## src/rtl/pipe_pkg.sv

```systemverilog
// ----------------------------------------------------------------------------
// pipe_pkg
// Shared types and constants for the generic pipeline stage register
// (pipe_stage_reg) and its optional skid buffer (pipe_skid_buf).
//   - hold_mode_e   : behaviour of a stage while held (stall or bubble)
//   - HOLD_*        : hold levels driven by hazard control; a stage holds when
//                     hold_flag >= its level
//   - INST_NOP      : canonical empty-slot encoding (addi x0, x0, 0)
//   - *_pld_t       : packed payload bundles per pipeline boundary; callers
//                     size DATA_W with $bits(<type>)
//   - occ_t/occ_of  : occupancy type and helper shared by top and skid buffer
// ----------------------------------------------------------------------------
package pipe_pkg;

    localparam int unsigned XLEN       = 32;
    localparam int unsigned REG_AW     = 5;
    localparam int unsigned HOLD_W_DEF = 3;
    localparam int unsigned OCC_W      = 2;

    // Empty-slot payload; zero-extended or truncated to DATA_W by the stage
    localparam logic [31:0] INST_NOP = 32'h0000_0013;

    typedef enum logic {
        HOLD_STALL  = 1'b0,
        HOLD_BUBBLE = 1'b1
    } hold_mode_e;

    typedef logic [HOLD_W_DEF-1:0] hold_lvl_t;

    // Hold levels, ordered from least to most of the pipe held
    localparam hold_lvl_t HOLD_NONE   = 3'd0;
    localparam hold_lvl_t HOLD_PC     = 3'd1;
    localparam hold_lvl_t HOLD_IF_ID  = 3'd2;
    localparam hold_lvl_t HOLD_ID_EX  = 3'd3;
    localparam hold_lvl_t HOLD_EX_MEM = 3'd4;
    localparam hold_lvl_t HOLD_MEM_WB = 3'd5;
    localparam hold_lvl_t HOLD_ALL    = 3'd7;

    typedef logic [OCC_W-1:0] occ_t;

    // IF/ID boundary payload
    typedef struct packed {
        logic [XLEN-1:0] inst;
        logic [XLEN-1:0] addr;
    } if_id_pld_t;

    // ID/EX boundary payload
    typedef struct packed {
        logic [XLEN-1:0]   inst;
        logic [XLEN-1:0]   addr;
        logic [XLEN-1:0]   op1;
        logic [XLEN-1:0]   op2;
        logic [XLEN-1:0]   offset;
        logic [REG_AW-1:0] rd_addr;
        logic              wen;
    } id_ex_pld_t;

    // EX/MEM boundary payload
    typedef struct packed {
        logic [XLEN-1:0]   inst;
        logic [XLEN-1:0]   addr;
        logic [XLEN-1:0]   result;
        logic [XLEN-1:0]   mem_wdata;
        logic [REG_AW-1:0] rd_addr;
        logic              wen;
        logic              mem_req;
        logic              mem_we;
    } ex_mem_pld_t;

    // Number of valid entries given the valid bits of the two slots
    function automatic occ_t occ_of(input logic out_valid, input logic skid_valid);
        return occ_t'(out_valid) + occ_t'(skid_valid);
    endfunction

endpackage : pipe_pkg

```

## src/rtl/pipe_skid_buf.sv

```systemverilog
// ----------------------------------------------------------------------------
// pipe_skid_buf
// Second storage entry of a pipe_stage_reg plus the occupancy and registered
// ready logic. The output register lives in the parent; this block only tells
// the parent whether the skid entry holds data and what it is.
// Ports:
//   clk_i, rst_n_i  clock, async active-low reset
//   i_flush         clear the entry this edge
//   i_hold          stage is held (no input transfer possible)
//   i_bubble        hold is in bubble mode (output slot is being emptied)
//   i_out_valid     output register valid (registered, unmasked)
//   i_out_xfer      output transfer this edge
//   i_in_xfer       input transfer this edge
//   i_in_data       upstream payload
//   o_skid_valid    skid entry holds a payload
//   o_skid_data     skid payload (BUBBLE when empty)
//   o_ready         registered "occupancy < 2" for the current cycle
//   o_occ           valid entries held across both slots
// ----------------------------------------------------------------------------
module pipe_skid_buf
    import pipe_pkg::*;
#(
    parameter int unsigned        DATA_W = 32,
    parameter logic [DATA_W-1:0]  BUBBLE = '0
) (
    input  logic              clk_i,
    input  logic              rst_n_i,
    input  logic              i_flush,
    input  logic              i_hold,
    input  logic              i_bubble,
    input  logic              i_out_valid,
    input  logic              i_out_xfer,
    input  logic              i_in_xfer,
    input  logic [DATA_W-1:0] i_in_data,
    output logic              o_skid_valid,
    output logic [DATA_W-1:0] o_skid_data,
    output logic              o_ready,
    output occ_t              o_occ
);

    logic              r_skid_valid;
    logic [DATA_W-1:0] r_skid_data;
    logic              r_ready;

    logic              w_skid_valid_nxt;
    logic [DATA_W-1:0] w_skid_data_nxt;
    logic              w_drain;
    occ_t              w_occ;
    occ_t              w_occ_nxt;

    assign w_occ   = occ_of(i_out_valid, r_skid_valid);
    // Output slot is free to refill this edge
    assign w_drain = ~i_out_valid | i_out_xfer;

    // Skid entry next state
    always_comb begin
        w_skid_valid_nxt = r_skid_valid;
        w_skid_data_nxt  = r_skid_data;
        if (i_flush) begin
            w_skid_valid_nxt = 1'b0;
            w_skid_data_nxt  = BUBBLE;
        end else if (i_hold) begin
            // Retained in both hold modes; bubble mode only empties the output
            w_skid_valid_nxt = r_skid_valid;
        end else if (w_drain) begin
            // Skid moves to the output; a new input takes its place. With the
            // skid empty, the input goes straight to the output register.
            if (r_skid_valid) begin
                w_skid_valid_nxt = i_in_xfer;
                w_skid_data_nxt  = i_in_xfer ? i_in_data : BUBBLE;
            end
        end else if (i_in_xfer) begin
            // Output stalled: park the incoming payload
            w_skid_valid_nxt = 1'b1;
            w_skid_data_nxt  = i_in_data;
        end
    end

    // Occupancy after this edge; drives the registered ready
    always_comb begin
        w_occ_nxt = w_occ;
        if (i_flush) begin
            w_occ_nxt = '0;
        end else if (i_hold) begin
            w_occ_nxt = i_bubble ? occ_t'(r_skid_valid) : w_occ;
        end else begin
            w_occ_nxt = w_occ + occ_t'(i_in_xfer) - occ_t'(i_out_xfer);
        end
    end

    // Skid entry and ready registers
    always_ff @(posedge clk_i or negedge rst_n_i) begin
        if (!rst_n_i) begin
            r_skid_valid <= 1'b0;
            r_skid_data  <= BUBBLE;
            r_ready      <= 1'b1;
        end else begin
            r_skid_valid <= w_skid_valid_nxt;
            r_skid_data  <= w_skid_data_nxt;
            r_ready      <= (w_occ_nxt < occ_t'(2));
        end
    end

    assign o_skid_valid = r_skid_valid;
    assign o_skid_data  = r_skid_data;
    assign o_ready      = r_ready;
    assign o_occ        = w_occ;

endmodule : pipe_skid_buf

```

## src/rtl/pipe_stage_reg.sv

```systemverilog
// ----------------------------------------------------------------------------
// pipe_stage_reg
// Generic valid/ready pipeline stage register carrying an opaque DATA_W-bit
// payload, with level-based hold (stall or bubble), flush, and an optional
// 2-entry skid buffer.
// Configuration macro: PIPE_STAGE_SKID_EN
//   defined   -> pipe_skid_buf instantiated, in_ready_o from a flop, occ 0..2
//   undefined -> single register, combinational in_ready_o, occ 0..1
// Ports:
//   clk_i        clock, rising edge
//   rst_n_i      async active-low reset
//   hold_flag_i  hold level from hazard control; held when >= HOLD_LEVEL
//   flush_i      synchronous flush, beats hold
//   in_valid_i   upstream payload valid
//   in_ready_o   stage can accept a payload
//   in_data_i    upstream payload
//   out_valid_o  downstream payload valid (masked during a stall hold)
//   out_ready_i  downstream accepts
//   out_data_o   downstream payload (BUBBLE_VAL when empty)
//   occ_o        valid entries held
// ----------------------------------------------------------------------------
module pipe_stage_reg
    import pipe_pkg::*;
#(
    parameter int unsigned DATA_W     = 32,
    parameter logic [31:0] BUBBLE_VAL = INST_NOP,
    parameter int unsigned HOLD_W     = 3,
    parameter int unsigned HOLD_LEVEL = 3,
    parameter int unsigned HOLD_MODE  = 1
) (
    input  logic              clk_i,
    input  logic              rst_n_i,
    input  logic [HOLD_W-1:0] hold_flag_i,
    input  logic              flush_i,
    input  logic              in_valid_i,
    output logic              in_ready_o,
    input  logic [DATA_W-1:0] in_data_i,
    output logic              out_valid_o,
    input  logic              out_ready_i,
    output logic [DATA_W-1:0] out_data_o,
    output logic [1:0]        occ_o
);

    localparam logic [DATA_W-1:0] BUBBLE = DATA_W'(BUBBLE_VAL);
    localparam hold_mode_e        MODE   = (HOLD_MODE != 0) ? HOLD_BUBBLE : HOLD_STALL;

    logic              r_out_valid;
    logic [DATA_W-1:0] r_out_data;

    logic              w_hold;
    logic              w_freeze;
    logic              w_bubble;
    logic              w_out_valid;
    logic              w_out_xfer;
    logic              w_in_ready;
    logic              w_in_xfer;
    logic              w_drain;
    logic              w_skid_valid;
    logic [DATA_W-1:0] w_skid_data;
    occ_t              w_occ;
    logic              w_out_valid_nxt;
    logic [DATA_W-1:0] w_out_data_nxt;

    // Hold decode: stall freezes everything, bubble empties the output slot
    assign w_hold   = (hold_flag_i >= HOLD_W'(HOLD_LEVEL));
    assign w_freeze = w_hold & (MODE == HOLD_STALL);
    assign w_bubble = w_hold & (MODE == HOLD_BUBBLE);

    // A frozen stage must not present its payload, or downstream would
    // consume it while the register keeps it
    assign w_out_valid = r_out_valid & ~w_freeze;
    assign w_out_xfer  = w_out_valid & out_ready_i;
    assign w_in_xfer   = in_valid_i & w_in_ready;
    assign w_drain     = ~r_out_valid | w_out_xfer;

`ifdef PIPE_STAGE_SKID_EN
    logic w_ready_q;

    pipe_skid_buf #(
        .DATA_W (DATA_W),
        .BUBBLE (BUBBLE)
    ) u_skid (
        .clk_i        (clk_i),
        .rst_n_i      (rst_n_i),
        .i_flush      (flush_i),
        .i_hold       (w_hold),
        .i_bubble     (w_bubble),
        .i_out_valid  (r_out_valid),
        .i_out_xfer   (w_out_xfer),
        .i_in_xfer    (w_in_xfer),
        .i_in_data    (in_data_i),
        .o_skid_valid (w_skid_valid),
        .o_skid_data  (w_skid_data),
        .o_ready      (w_ready_q),
        .o_occ        (w_occ)
    );

    // Registered ready, still blocked by this cycle's flush or hold
    assign w_in_ready = w_ready_q & ~w_hold & ~flush_i;
`else
    assign w_skid_valid = 1'b0;
    assign w_skid_data  = BUBBLE;
    assign w_occ        = {1'b0, r_out_valid};
    assign w_in_ready   = ~w_hold & ~flush_i & (~w_out_valid | out_ready_i);
`endif

    // Output register next state: flush > hold > refill/drain
    always_comb begin
        w_out_valid_nxt = r_out_valid;
        w_out_data_nxt  = r_out_data;
        if (flush_i) begin
            w_out_valid_nxt = 1'b0;
            w_out_data_nxt  = BUBBLE;
        end else if (w_freeze) begin
            w_out_valid_nxt = r_out_valid;
        end else if (w_bubble) begin
            w_out_valid_nxt = 1'b0;
            w_out_data_nxt  = BUBBLE;
        end else if (w_drain) begin
            // Oldest payload first: skid before a new input
            if (w_skid_valid) begin
                w_out_valid_nxt = 1'b1;
                w_out_data_nxt  = w_skid_data;
            end else if (w_in_xfer) begin
                w_out_valid_nxt = 1'b1;
                w_out_data_nxt  = in_data_i;
            end else begin
                w_out_valid_nxt = 1'b0;
                w_out_data_nxt  = BUBBLE;
            end
        end
    end

    // Output register
    always_ff @(posedge clk_i or negedge rst_n_i) begin
        if (!rst_n_i) begin
            r_out_valid <= 1'b0;
            r_out_data  <= BUBBLE;
        end else begin
            r_out_valid <= w_out_valid_nxt;
            r_out_data  <= w_out_data_nxt;
        end
    end

    assign in_ready_o  = w_in_ready;
    assign out_valid_o = w_out_valid;
    assign out_data_o  = r_out_data;
    assign occ_o       = w_occ;

endmodule : pipe_stage_reg

```

## config.mk

```make
export PLATFORM = sky130hd
export DESIGN_NAME = pipe_stage_reg
export DESIGN_NICKNAME = d
export VERILOG_FILES = /design/src/rtl/pipe_pkg.sv /design/src/rtl/pipe_skid_buf.sv /design/src/rtl/pipe_stage_reg.sv
export SDC_FILE = /design/constraint.sdc
export NUM_CORES = 1
export LEC_CHECK = 0
export BUFFER_PORTS_ARGS = -buffer_cell sky130_fd_sc_hd__buf_2
export CORE_MARGIN = 4
export CORE_UTILIZATION = 47
export CTS_BUF_LIST = sky130_fd_sc_hd__clkbuf_8
export DETAILED_ROUTE_END_ITERATION = 10
export PLACE_DENSITY = 0.94
export SLEW_MARGIN = 20
export SYNTH_ARGS = -nofsm -noshare
export SYNTH_HDL_FRONTEND = slang
export SYNTH_SLANG_ARGS = --single-unit
```

## constraint.sdc

```tcl
create_clock -name clk_i -period 1.43 [get_ports clk_i]
set_input_delay 0.286 -clock clk_i [delete_from_list [all_inputs] [get_ports clk_i]]
set_output_delay 0.286 -clock clk_i [all_outputs]
set_load 0.03 [all_outputs]
```

==> run summary <==
switch share -> 23.81%
Worst VDD drop -> 0.6072 mV
met1 Use GR -> 21.36%
Final Util -> 65.41%
die area -> 4142 um^2
CP Launch Type -> flop
FF-to-FF Start -> out_valid_o
Vias/cell -> 4.978
routed len/inst -> 13.51 um
hold_sp -> in_data_i[6]
hold path cells -> 3
vias in the first global route -> 1,361
largest fanout on the critical path -> 4
Vert. Die Dim -> 64.36 um
DRC -> 0
Final Hold Fails -> 0
FP Rows -> 20
Synth Cell Area -> 1493 um^2
grt peak-use layer -> met2
First-pass DRT Iterations -> 4
layout cells sized above 1 -> 46.22%
leakage power -> 0.9948 nW
crit path kind -> reg2out
combinational cell fraction of total power -> 12.5%
WP data arrival -> 1.08 ns
nets -> 264
Area growth syn-to-layout -> 33.78%
fin. max-slew vios -> 0
M2 GR Usage -> 33.63%
switching power total -> 505.2 uW
Worst Hold End -> out_data_o[6]
antenna violations before repair -> 0
FF-to-FF path depth -> 3
Worst setup EP type -> output port
GP Congestion -> 0.7203
Pint -> 1.617 mW
Die Span X -> 64.36 um
total global routing overflow -> 0
later-pin clock latency in the skew report -> 0.28 ns
CTS tree -> yes
syn_nets -> 192
sequential area share after synthesis -> 55.57%
MaxCap Viol Count -> 0
global-route wire length before repair -> 6078 um
synth warn -> 0
IO Port Bufs -> 74
flop2flop setup slack -> 0.19 ns
Setup violations, final -> 0
num ports -> 76
register bit total from synthesis -> 33
clock buffer depth -> 2
HP Class -> in2reg
RR Endpoint -> out_data_o[17]
status -> complete, no violations
met3 Use GR -> 5.272%
clock sinks -> 33
DP HPWL -> 2624 um
Ant. Diodes -> 0
DR vias -> 1,339
fmax -> 733.7 MHz
RSZ-0062 raised after global routing -> false
DRT iter0 DRCs -> 65
routed wire length -> 3634 um
setup TNS -> 0 ns
CP required -> 1.14 ns
pin count of the biggest net entering global routing -> 33
Final Cycle Share -> 95.31%
GRT Util Overall -> 18.87%
Final ANT Viol Nets -> 0
CTS buffer count -> 5
Initial Util -> 48.89%
Avg Cell Area, Syn -> 9.820 um^2
PwrDens -> 1063 nW/um^2
post-CTS setup buffer count -> 0
post-route minimum period -> 1.363 ns
Flop pwr share -> 45.7%
core area -> 3053 um^2
Post-Synthesis Cells -> 152
Cell variety after synth -> 17
most common cell after layout, fill and taps aside -> buf_2
Clock Power Share -> 41.8%
Clock Tree Root -> clkbuf_8
most frequent cells in the layout -> buf_2, nand2_1, nand3_1, dfrtp_1, a21oi_1
Clock Pin Slew Worst Setup and Hold Paths -> 0.07 ns
H-tree levels -> 2
Final Power -> 2.122 mW
Worst Skew -> 0.004907 ns
[kinds of logic (layout without fill, tap and decap cells)]
family / after synthesis / in the layout / share of synthesized area (%)
buffers and inverters: 15 / 88 / 8.047
AO/OA/AOI/OAI: 34 / 34 / 14.92
other: 1 / 1 / 0.2512
AND/OR/NAND/NOR: 69 / 69 / 21.21
flip-flops: 33 / 33 / 55.57
[cell usage after synthesis]
library cell  instances  share of area [%]
buf_6                 4                3.0
dfstp_2               3                5.3
a211oi_1              1               0.50
a21oi_1              19                6.4
nor2b_1               1               0.42
conb_1                1               0.25
buf_2                 3                1.0
o21ai_0               3                1.0
nor2_1                6                1.5
buf_4                 8                4.0
a211o_4               1                1.2
nand2_1              29                7.3
dfrtp_1              30                 50
a21oi_2              10                5.9
nand3_1              29                9.7
or2b_4                1               0.75
nor3b_1               3                1.5
[layout make-up]
cell class	count	area [um^2]
Timing Repair Buffer	80	436.7
Fill cell	288	1056
Clock buffer	6	82.58
Tap cell	44	55.05
Multi-Input combinational cell	104	558.0
Sequential cell	33	830.8
Clock inverter	2	33.78
[state kept, by name, indices dropped and copies added (netlist names)]
register     flops
out_valid_o      1
out_data_o      32
[metal layers]
| metal | up-vias | wire [um] |
|---|---|---|
| met5 | - | 0 |
| met4 | 0 | 56 |
| li1 | 652 | - |
| met1 | 627 | 1418 |
| met2 | 53 | 1857 |
| met3 | 7 | 302 |
[critical path: stages (launching register included)]
cell	delay (ns)
dfrtp_2	0.42
nor2b_4	0.15
nor2_4	0.09
buf_6	0.13
[worst max path at each step]
stage | start | to | slack [ns] | cells after the start
6_report | out_valid_o | in_ready_o | 0.07 | 3
3_3_place_gp | hold_flag_i[0] | in_ready_o | 0.13 | 4
3_5_place_dp | hold_flag_i[0] | in_ready_o | 0.13 | 4
2_1_floorplan | out_valid_o | in_ready_o | 0.03 | 4
4_1_cts | out_valid_o | in_ready_o | 0.02 | 3
5_1_grt | out_valid_o | in_ready_o | 0.02 | 3
[power groups by stage]
stage / logic [mW] / clock network [mW] / registers, mW
after floorplan: 0.110 / 0 / 1.03
after global placement: 0.260 / 0 / 0.984
after detailed placement: 0.264 / 0 / 0.985
after CTS: 0.268 / 0.909 / 0.968
after global routing: 0.291 / 0.958 / 0.971
final: 0.266 / 0.888 / 0.969
[per-stage QoR]
stage / worst slack, ns / area (um^2) / cells / hold slack [ns]
6_report: 0.06709 / 1997 / 269 / 0.2605
5_1_grt: 0.02143 / 1997 / 269 / 0.2531
4_1_cts: 0.01528 / 1992 / 269 / 0.2567
3_5_place_dp: 0.1314 / 1859 / 260 / 0.2265
3_3_place_gp: 0.1280 / 1859 / 260 / 0.2357
2_1_floorplan: 0.02775 / 1501 / 152 / -0.009591
[what timing repair did]
| action | 4_1_cts | 5_1_grt |
|---|---|---|
| pin swaps | 0 | 0 |
| hold buffers | 1 | 0 |
| resized for setup | 2 | 1 |
| setup endpoints to repair | 1 | 1 |
| endpoints found under the hold margin | 14 | 0 |
No activity file was read; power rests on OpenSTA's default activity.
